[config.mk]
export PLATFORM = sky130hd
export DESIGN_NAME = out_port_fifo
export DESIGN_NICKNAME = d
export VERILOG_FILES = /design/src/rtl/out_port_fifo_pkg.sv /design/src/rtl/out_fifo_ram.sv /design/src/rtl/out_port_fifo.sv
export SDC_FILE = /design/constraint.sdc
export NUM_CORES = 1
export LEC_CHECK = 0
export ABC_CLOCK_PERIOD_IN_PS = 2240
export CORE_UTILIZATION = 35
export DETAILED_ROUTE_END_ITERATION = 16
export SYNTH_ARGS = -nofsm -noshare
export SYNTH_HDL_FRONTEND = slang
export SYNTH_SLANG_ARGS = --single-unit
[constraint.sdc]
create_clock -name clk -period 2.24 [get_ports clk]
set_clock_uncertainty 0.1 [all_clocks]
set_input_delay 0.448 -clock clk [delete_from_list [all_inputs] [get_ports clk]]
set_output_delay 0.448 -clock clk [all_outputs]
set_load 0.02 [all_outputs]
[src/rtl/out_port_fifo_pkg.sv]
// Shared processor constants for the OUT-port FIFO: word width, depth and derived widths.
package out_port_fifo_pkg;

  localparam int WORD_W         = 16;
  localparam int OUT_FIFO_DEPTH = 4;
  localparam int OUT_FIFO_PTR_W = $clog2(OUT_FIFO_DEPTH);
  localparam int OUT_FIFO_CNT_W = OUT_FIFO_PTR_W + 1;

endpackage

[src/rtl/out_fifo_ram.sv]
// FIFO storage array: synchronous write, asynchronous read, no reset on contents.
module out_fifo_ram
  import out_port_fifo_pkg::*;
#(
  parameter int WIDTH = WORD_W,
  parameter int DEPTH = OUT_FIFO_DEPTH,
  parameter int AW    = $clog2(DEPTH)
) (
  input  logic             clk,
  input  logic             we,
  input  logic [AW-1:0]    waddr,
  input  logic [WIDTH-1:0] wdata,
  input  logic [AW-1:0]    raddr,
  output logic [WIDTH-1:0] rdata
);

  logic [WIDTH-1:0] mem [DEPTH];

  always_ff @(posedge clk) begin
    if (we) mem[waddr] <= wdata;
  end

  assign rdata = mem[raddr];

endmodule

[src/rtl/out_port_fifo.sv]
// Processor OUT-port FIFO, first-word-fall-through, with legacy last-word mirror.
// Optional sticky overflow flag enabled by defining OUT_FIFO_OVERFLOW_FLAG_EN.
module out_port_fifo
  import out_port_fifo_pkg::*;
#(
  parameter int WIDTH = WORD_W,
  parameter int DEPTH = OUT_FIFO_DEPTH
) (
  input  logic                     clk,
  input  logic                     rst,
  input  logic                     wr_en,
  input  logic [WIDTH-1:0]         wr_data,
  output logic                     out_valid,
  input  logic                     out_ready,
  output logic [WIDTH-1:0]         out_data,
  output logic [WIDTH-1:0]         out_last,
  output logic                     full,
  output logic                     empty,
  output logic [$clog2(DEPTH):0]   count,
  input  logic                     ovf_clr,
  output logic                     overflow
);

  localparam int PW = $clog2(DEPTH);
  localparam int CW = PW + 1;

  logic [PW-1:0]    wr_ptr;
  logic [PW-1:0]    rd_ptr;
  logic [WIDTH-1:0] head;
  logic             push;
  logic             pop;
  logic             drop;

  assign empty     = (count == '0);
  assign full      = (count == CW'(DEPTH));
  assign out_valid = !empty;
  assign pop       = out_valid && out_ready;
  // A pop frees a slot in the same cycle, so a full FIFO can still take a write.
  assign push      = wr_en && (!full || pop);
  assign drop      = wr_en && full && !pop;

  out_fifo_ram #(
    .WIDTH (WIDTH),
    .DEPTH (DEPTH),
    .AW    (PW)
  ) u_ram (
    .clk   (clk),
    .we    (push),
    .waddr (wr_ptr),
    .wdata (wr_data),
    .raddr (rd_ptr),
    .rdata (head)
  );

  assign out_data = empty ? '0 : head;

  always_ff @(posedge clk or posedge rst) begin
    if (rst) begin
      wr_ptr   <= '0;
      rd_ptr   <= '0;
      count    <= '0;
      out_last <= '0;
    end else begin
      if (push) begin
        wr_ptr   <= wr_ptr + 1'b1;
        out_last <= wr_data;
      end
      if (pop) rd_ptr <= rd_ptr + 1'b1;
      if (push && !pop)      count <= count + 1'b1;
      else if (pop && !push) count <= count - 1'b1;
    end
  end

`ifdef OUT_FIFO_OVERFLOW_FLAG_EN
  // A drop in the same cycle as a clear leaves the flag set.
  always_ff @(posedge clk or posedge rst) begin
    if (rst)          overflow <= 1'b0;
    else if (drop)    overflow <= 1'b1;
    else if (ovf_clr) overflow <= 1'b0;
  end
`else
  logic unused_ovf;
  assign unused_ovf = ovf_clr ^ drop;
  assign overflow   = 1'b0;
`endif

endmodule

==> summary.md <==
| Metric | Value |
|---|---|
| Synth Area in Compound Gates | 0.7796% |
| Yosys warns | 0 |
| Synth Area in Simple Gates | 3.969% |
| Initial DRC Count | 82 |
| Via count | 1855 |
| Post-Synth XOR/XNOR Area | 1.488% |
| Unique cell type count in the Yosys netlist | 24 |
| RSZ-0062 raised after global routing | true |
| Fin crit share | 104.7% |
| CTS max path bufs | 2 |
| Flop2flop setup slack | 80 ps |
| ANT cells | 0 |
| TritonCTS clock tree | built |
| Outcome | complete, but fails checks |
| CORE AREA | 9774 sq um |
| CP Launch Type | flop |
| Failing checks | negative setup slack |
| PnR worst setup slack | -106.3 ps |
| Total of max-cap violations | 0 |
| Chip Width | 102.4 um |
| Dpl cells | 382 |
| DRC violations left | 0 |
| Max Fclk | 0.4262 GHz |
| Root Buffer | clkbuf_8 |
| Layout cells sized above 1 | 45.62% |
| GRT Total Usage | 14.66% |
| LEAKAGE | 1.838 nW |
| Cell Chain, Critical Path | buf_6 -> buf_6 -> mux4_2 -> and2_4 -> buf_6 |
| Most used cell, CP | buf_6 |
| Hold Slack | 340.3 ps |
| Met1 Resource Use GR | 19.51% |
| Initial Utilization | 36.12% |
| Antenna violations before repair | 0 |
| Worst Path Arrival | 1800 ps |
| Mapped Nets | 207 |
| Clk_lat worst skew | 350 ps |
| Placer Congestion | 0.7376 |
| Netlist Area Pre-Place | 3531 sq um |
| CP Max Fanout | 4 |
| Met3 Usage GRT | 3.488% |
| Final Hold Vio Count | 0 |
| Reg2Reg Depth | 8 |
| I/O Pins | 60 |
| Synthesized area per cell | 19.62 sq um |
| Pwr dens | 1383 nW/um^2 |
| Yosys reg bits | 87 |
| CP required | 1690 ps |
| Gr ovfl total | 0 |
| Worst-path clk slew | 90 ps |
| Main combinational cell family by area after synthesis | multiplexers |
| Routed wire length | 7.235 mm |
| First-pass GRT wire length | 10.69 mm |
| Crit path from | rd_ptr[0] |
| Die height | 102.4 um |
| Synth-to-layout area growth | 36.78% |
| Met2 Use GR | 23.49% |
| I/O Buffers | 57 |
| Adder-Cell Fraction of Synth Area | 2.339% |
| Crit. End Element | output port |
| Tmin final | 2346 ps |
| Mux contribution to synthesized area | 17.43% |
| Drt wl/cell | 17.78 um |
| Final Net Count | 296 |
| Post-route insts no fill | 407 |
| CTS Buf Count | 9 |
| WS Path Type | flop to output port |
| Die footprint | 10490 sq um |
| Synthesized instance count | 180 |
| # setup viols final | 16 |
| Slowest CP cell | mux4_2 |
| Seq/Total Area, Yosys | 70.73% |
| Maximum vdd drop | 0.7401 mV |
| Worst stage delay on the critical path | 520 ps |
| DR pass1 iterations | 4 |
| Count of antenna-violating nets left after detailed routing | 0 |
| Pin count of the biggest net entering global routing | 24 |
| Hold Path Class | input pin to asynchronous set/reset pin |
| CTS Sinks | 87 |
| Grt peak-use layer | met2 |
| H-tree depth | 3 |
| Vias in the first global route | 1957 |
| Slew Limit Fails | 0 |
| Via density | 4.558 |
| Reg2reg end | count[2] |
| Rows | 36 |
| Post-DP HPWL | 4.238 mm |
| Crit Reg-Reg Startpoint | count[0] |
-- sequential cells by signal (all words and copies together), names as in the netlist --
name,flops
u_ram.mem,64
count,3
wr_ptr,2
rd_ptr,2
out_last,16
-- power by group --
| group | total (W) | internal (W) | leakage (nW) | switching [W] |
|---|---|---|---|---|
| combinational | 0.00323 | 0.00181 | 0.881 | 0.00142 |
| sequential | 0.00229 | 0.00212 | 0.853 | 0.000169 |
| clock | 0.00116 | 0.000625 | 0.104 | 0.000536 |
-- cell usage in the layout, fill, tap and decap left out, drive strengths merged, types with 2 or more instances in the layout --
| master | count |
|---|---|
| buf | 43 |
| and2 | 16 |
| ha | 5 |
| or3 | 4 |
| dfrtp | 23 |
| edfxtp | 64 |
| mux2 | 18 |
| clkbuf | 11 |
| clkdlybuf4s50 | 38 |
| bufinv | 2 |
| xnor2 | 5 |
| clkinv | 3 |
| nor2 | 5 |
| mux4 | 16 |
| dlygate4sd2 | 2 |
| inv | 11 |
-- Yosys cell counts (all sizes together) --
cell type | instances | area (sq um)
buf | 7 | 62.55
conb | 1 | 3.750
nor3 | 1 | 5.000
o41ai | 1 | 27.53
fa | 1 | 20.02
and2 | 16 | 100.1
nor2 | 5 | 18.77
xnor2 | 5 | 43.79
mux4 | 16 | 360.4
xor2 | 1 | 8.760
dfrtp | 23 | 575.6
nand3 | 1 | 5.000
inv | 11 | 41.29
or3 | 1 | 7.510
edfxtp | 64 | 1922
ha | 5 | 62.56
nand2 | 1 | 3.750
mux2 | 18 | 255.2
clkbuf | 2 | 7.510
-- critical path: cells and delay by family, from the launching register on --
kind | cells | cell delay, ps
muxes | 1 | 520
buffers and inverters | 3 | 400
DFF | 1 | 370
and+or+nand+nor | 1 | 160
-- kinds of logic after synthesis --
kind of cell	count (synthesis)
DFF	87
muxes	34
and+or+nand+nor	25
buffers and inverters	20
adders and majority gates	6
xor gates and xnor gates	6
other	1
AOI/OAI and AO/OA	1
-- metrics by stage --
step | instance area [sq um] | setup TNS (ps) | utilization [%] | total power (W) | setup WS (ps)
after floorplan | 3570 | -78.22 | - | 0.003884 | -52.12
after global placement | 4457 | -18160 | 45.60 | 0.005055 | -235.6
after detailed placement | 4457 | -23820 | 45.60 | 0.005089 | -295.6
after CTS | 4782 | -1645 | 48.92 | 0.006641 | -162.9
after global routing | 4830 | -2206 | 49.41 | 0.007030 | -159.9
final | 4830 | -1228 | 49.41 | 0.006680 | -106.3
-- per-layer routing --
layer | wire, um | up-vias | share of wire [%]
met4 | 104 | 0 | 1.4
met3 | 253 | 8 | 3.5
met1 | 3236 | 947 | 45
met5 | 0 | - | 0
met2 | 3640 | 51 | 50
li1 | - | 849 | -
-- cell type report --
cell class	instances	area [sq um]
fill	831	4945
sequential	87	2501
multi-input combinational	76	1030
timing repair buffer	84	875.8
tap	133	166.4
clock buffer	10	127.6
clock inverter	6	85.08
inverter	11	43.79
-- worst max path at each step --
stage,to,slack [ps],depth (start not counted)
finish,out_data[1],-110,5
global route,out_data[5],-160,5
CTS,out_data[1],-160,5
detailed placement,u_ram.mem[2][2],-300,5
global placement,count[1],-240,7
floorplan,count[1],-50,7
-- repair_timing --
item | 4_1_cts | 5_1_grt
pin swaps | 12 | 4
gates cloned | 3 | 1
hold buffers | 0 | 0
setup buffers | 3 | 3
setup endpoints to repair | 20 | 18
gates resized for setup | 115 | 8
(Power assumes the default switching activity.)
